<file path="src/rtl/booth_pkg.sv">
// Shared definitions for the Booth multiplier control path: state encoding,
// ALU operation codes and the default operand width.
package booth_pkg;

  typedef enum logic [2:0] {
    IDLE  = 3'd0,
    LOAD  = 3'd1,
    EVAL  = 3'd2,
    SHIFT = 3'd3,
    DONE  = 3'd4,
    ERR   = 3'd5
  } state_t;

  localparam logic ADD = 1'b0;
  localparam logic SUB = 1'b1;

  localparam int DEFAULT_WIDTH = 8;

endpackage

</file>
<file path="src/rtl/booth_controller.sv">
// Booth multiplier control FSM: sequences load / add-sub / shift / count-down
// from datapath flags, with a start/done handshake and a watchdog-driven error state.
module booth_controller
  import booth_pkg::*;
#(
  parameter int WIDTH  = DEFAULT_WIDTH,
  parameter int WDOG_W = 6
) (
  input  logic clk,
  input  logic rst,
  input  logic start,
  input  logic q0,
  input  logic qm1,
  input  logic eqz,
  output logic LdA,
  output logic LdQ,
  output logic LdM,
  output logic clrA,
  output logic clrQ,
  output logic clrM,
  output logic clrff,
  output logic sftA,
  output logic sftQ,
  output logic sftDff,
  output logic add_sub,
  output logic EnableALU,
  output logic LdCount,
  output logic decr,
  output logic busy,
  output logic done,
  output logic err
);

  localparam logic [WDOG_W-1:0] WdogMax = '1;

  // A healthy multiply (LOAD + WIDTH loop pairs + final EVAL) must finish before the watchdog fires.
  if (2 * WIDTH + 2 >= 2 ** WDOG_W - 1) begin : gWdogCheck
    $error("booth_controller: watchdog too short for WIDTH");
  end

  state_t            state;
  state_t            nextState;
  logic [WDOG_W-1:0] wdog;
  logic [WDOG_W-1:0] wdogInc;
  logic              wdogHit;
  logic              counting;

  assign wdogInc  = wdog + 1'b1;
  assign counting = (state == LOAD) || (state == EVAL) || (state == SHIFT);
  // Fires on the cycle the counter reaches its ceiling, so ERR follows on the next edge.
  assign wdogHit  = counting && (wdogInc == WdogMax);

  always_ff @(posedge clk) begin
    if (rst) begin
      state <= IDLE;
      wdog  <= '0;
    end else begin
      state <= nextState;
      if (state == IDLE) begin
        wdog <= '0;
      end else if (counting) begin
        wdog <= wdogInc;
      end
    end
  end

  always_comb begin
    nextState = state;
    LdA       = 1'b0;
    LdQ       = 1'b0;
    LdM       = 1'b0;
    clrA      = 1'b0;
    clrQ      = 1'b0;
    clrM      = 1'b0;
    clrff     = 1'b0;
    sftA      = 1'b0;
    sftQ      = 1'b0;
    sftDff    = 1'b0;
    add_sub   = ADD;
    EnableALU = 1'b0;
    LdCount   = 1'b0;
    decr      = 1'b0;
    busy      = 1'b0;
    done      = 1'b0;
    err       = 1'b0;

    case (state)
      IDLE: begin
        if (start) nextState = LOAD;
      end
      LOAD: begin
        busy      = 1'b1;
        LdM       = 1'b1;
        LdQ       = 1'b1;
        LdCount   = 1'b1;
        clrA      = 1'b1;
        clrff     = 1'b1;
        nextState = EVAL;
      end
      EVAL: begin
        busy = 1'b1;
        if (eqz) begin
          nextState = DONE;
        end else begin
          case ({q0, qm1})
            2'b10: begin
              EnableALU = 1'b1;
              LdA       = 1'b1;
              add_sub   = SUB;
            end
            2'b01: begin
              EnableALU = 1'b1;
              LdA       = 1'b1;
              add_sub   = ADD;
            end
            default: ;
          endcase
          nextState = SHIFT;
        end
      end
      SHIFT: begin
        busy      = 1'b1;
        sftA      = 1'b1;
        sftQ      = 1'b1;
        sftDff    = 1'b1;
        decr      = 1'b1;
        nextState = EVAL;
      end
      DONE: begin
        busy = 1'b1;
        done = 1'b1;
        // Requester must drop start before another multiply can launch.
        if (!start) nextState = IDLE;
      end
      ERR: begin
        busy = 1'b1;
        err  = 1'b1;
      end
      default: nextState = IDLE;
    endcase

    if (wdogHit) nextState = ERR;
  end

endmodule

</file>
<file path="config.mk">
export PLATFORM = sky130hd
export DESIGN_NAME = booth_controller
export DESIGN_NICKNAME = d
export VERILOG_FILES = /design/src/rtl/booth_pkg.sv /design/src/rtl/booth_controller.sv
export SDC_FILE = /design/constraint.sdc
export NUM_CORES = 1
export LEC_CHECK = 0
export CORE_MARGIN = 3
export CORE_UTILIZATION = 35
export CTS_CLUSTER_SIZE = 40
export DETAILED_ROUTE_END_ITERATION = 12
export DONT_BUFFER_PORTS = 1
export PLACE_DENSITY_LB_ADDON = 0.2
export SYNTH_ARGS = -nofsm -noshare
export SYNTH_HDL_FRONTEND = slang
export SYNTH_SLANG_ARGS = --single-unit
</file>
<file path="constraint.sdc">
create_clock -name clk -period 3.9 [get_ports clk]
set_clock_uncertainty 0.15 [all_clocks]
set_input_delay 0.78 -clock clk [delete_from_list [all_inputs] [get_ports clk]]
set_output_delay 0.78 -clock clk [all_outputs]
set_load 0.005 [all_outputs]
</file>
==> results.toml <==
[run_status]
run_status = "completed"

[final_layout]
area_delta_synth_final_pct = -6.854
diodes = 0
drive_gt1_share_pct = 12.50
stdcell_area_um2 = 663.1
finalCoreUtilization_pct = 36.43
nets = 90
num-fill-cells = 201

[routing]
drt-met1-wl_um = 574
drt-pass1-iter-count = 4
vias = 526
drt_iter0_drc = 11
wl_per_cell_um = 11.67
route.detailed.drc = 0
routed-wl-met3_um = 99
highest_layer = "met4"
viasPerCell = 5.010
ant_nets = 0
wirelength_um = 1225
dr_wl_met2_um = 541

[global_route]
grt_pass1_vias = 496
antenna_found_initial = 0
grt_util_all_layers_pct = 10.73
grt_max_degree = 11
grt_pass1_wl_um = 2118
grt_overflow_total = 0

[die]
core-area_mm2 = 0.001821
die-area_mm2 = 0.002611
fp-row-count = 15
io_pins = 23
die_h_um = 51.10
initial_core_util_pct = 39.11
die_x_um = 51.10

[timing]
setup_viol = 0
holdWs_ns = 0.3997
hold_violations = 0
drv_slew = 0
fmax_ghz = 0.4130
rsz0062_at_grt = "false"
slew-limit-headroom_pct = 47.82
min_period_over_period_pct = 62.09
tightest_slew_ns = 0.7767
fin_crit_ns = 2.421
fin_tns_setup_ns = 0

[critical_path]
cp.arrival_ns = 1.49
cp.required_ns = 2.97
path_cells = "or3b_4 > nor3_1"
cp_num_buf_inv = 0
critPathSlowestCell = "dfxtp_1"
cpPeakStageDelay_ns = 0.48
cp_max_fo = 10
cp.depth = 2
critPathCaptureType = "output port"
critical_path_class = "reg -> out"
rr_worst_depth = 5
path_delay_family = "simple AND/OR/NAND/NOR gates"
start_kind = "flip-flop"

[place]
gp_congestion = 0.7453
placed_area_um2 = 635.6
io_buffer_count = 0

[power_and_ir_drop]
vdd_drop_max_v = 0.0001340
totalPowerFinal_mw = 0.1949
leakage_nw = 0.2319
power_density_mw_per_mm2 = 293.9

[yosys]
synthTopCellsByArea = "dfxtp_1, buf_4, nor2_1, ha_1, xnor2_1"
synthMostInstantiatedCell = "nor2_1"
yosysTopAreaCellShare_pct = 25.31
async_flop_share_pct = 0
syn_area_per_cell_um2 = 7.910
yosysSeqAreaShare_pct = 25.31
ys.flop_type = "dfxtp_1"
syn_inst = 90
synth_common_cells = "nor2_1, buf_4, dfxtp_1"
synth_edf_count = 0
ys_seq_elements = 9
mappedNetlistArea_um2 = 711.9
yosysTopAreaCell = "dfxtp_1"
synth.distinct_cells = 37
ys_warn_count = 0

[clocking]
clock-sinks = 9
cts_hold_buf = 0
cts-root-buf = "clkbuf_4"
cts_tree = "built"
cts_resized = 0
h-tree-depth = 1
cts_setup_buffers = 0
insertion_delay_ns = 0.26
clkTransAtPathRegs_ns = 0.07
cts_buffers = 3
clk_path_buf_depth = 2

[min_path]
hold_path.class = "reg -> reg"
min_path_cells = 2

[run]
drv_cap = 0
==> layout by cell type (no fill, tap or decap), drive strengths merged, types with 2 or more instances in the layout <==
cell    Yosys  final
nor2b       3      3
nand2       2      2
o22ai       2      2
nand3b      2      2
nor2       13     13
xor2        3      3
ha          3      3
nand4       2      2
nor3b       2      2
inv         5      5
conb        1      2
dfxtp       9      9
clkbuf      1      3
xnor2       3      3
nand3       2      2
a21oi       2      2
nor3        5      5
==> logic make-up after synthesis <==
group / count (synthesis) / share of synthesized area, %
simple gates: 36 / 26.71
other cells: 1 / 0.5267
fa+ha+maj: 3 / 5.273
flops: 9 / 25.31
buf+inv: 20 / 18.28
compound gates: 15 / 16.52
xor+xnor: 6 / 7.383
==> per-stage QoR <==
| stage | std cells | setup slack (ns) |
|---|---|---|
| 3_5_place_dp | 101 | 1.557 |
| 3_3_place_gp | 101 | 1.577 |
| 2_1_floorplan | 91 | 1.495 |
| 6_report | 105 | 1.479 |
| 5_1_grt | 105 | 1.296 |
| 4_1_cts | 105 | 1.460 |
==> routing by layer <==
metal / GRT usage [%] / vias to the layer above
met1: 12.52 / 236
met2: 16.74 / 12
met3: 5.831 / 2
li1: - / 276
met4: 3.139 / 0
met5: 0 / -
==> tightest hold or removal path: stages (launching register included) <==
cell     delay, ns
dfxtp_1       0.36
xnor2_1       0.08
nor2_1        0.07
==> report_power, final <==
part / switching [mW] / internal [mW]
sequential: 0.00516 / 0.0943
clock: 0.0335 / 0.0378
combinational: 0.0140 / 0.0102
==> registers in the layout, summed over array words and instances (netlist names) <==
| register | flops |
|---|---|
| wdog | 6 |
| state | 3 |
==> path summary, 6_finish.rpt <==
path / slack (ns) / to / start
setup / recovery: 1.48 / EnableALU / state[1]
hold / removal: 0.40 / wdog[5] / wdog[5]
setup reg to reg: 2.14 / state[1] / wdog[0]
hold reg to reg: 0.40 / wdog[5] / wdog[5]
==> layout make-up <==
class | count | area [µm²] | area share, %
clock inverters | 1 | 5.005 | 0.7547
multi-input cells | 62 | 405.4 | 61.13
flip-flops and latches | 9 | 180.2 | 27.17
well taps | 25 | 31.28 | 4.717
inverters | 5 | 18.77 | 2.830
clock buffers | 3 | 22.52 | 3.396
No activity file was read; power rests on OpenSTA's default activity.
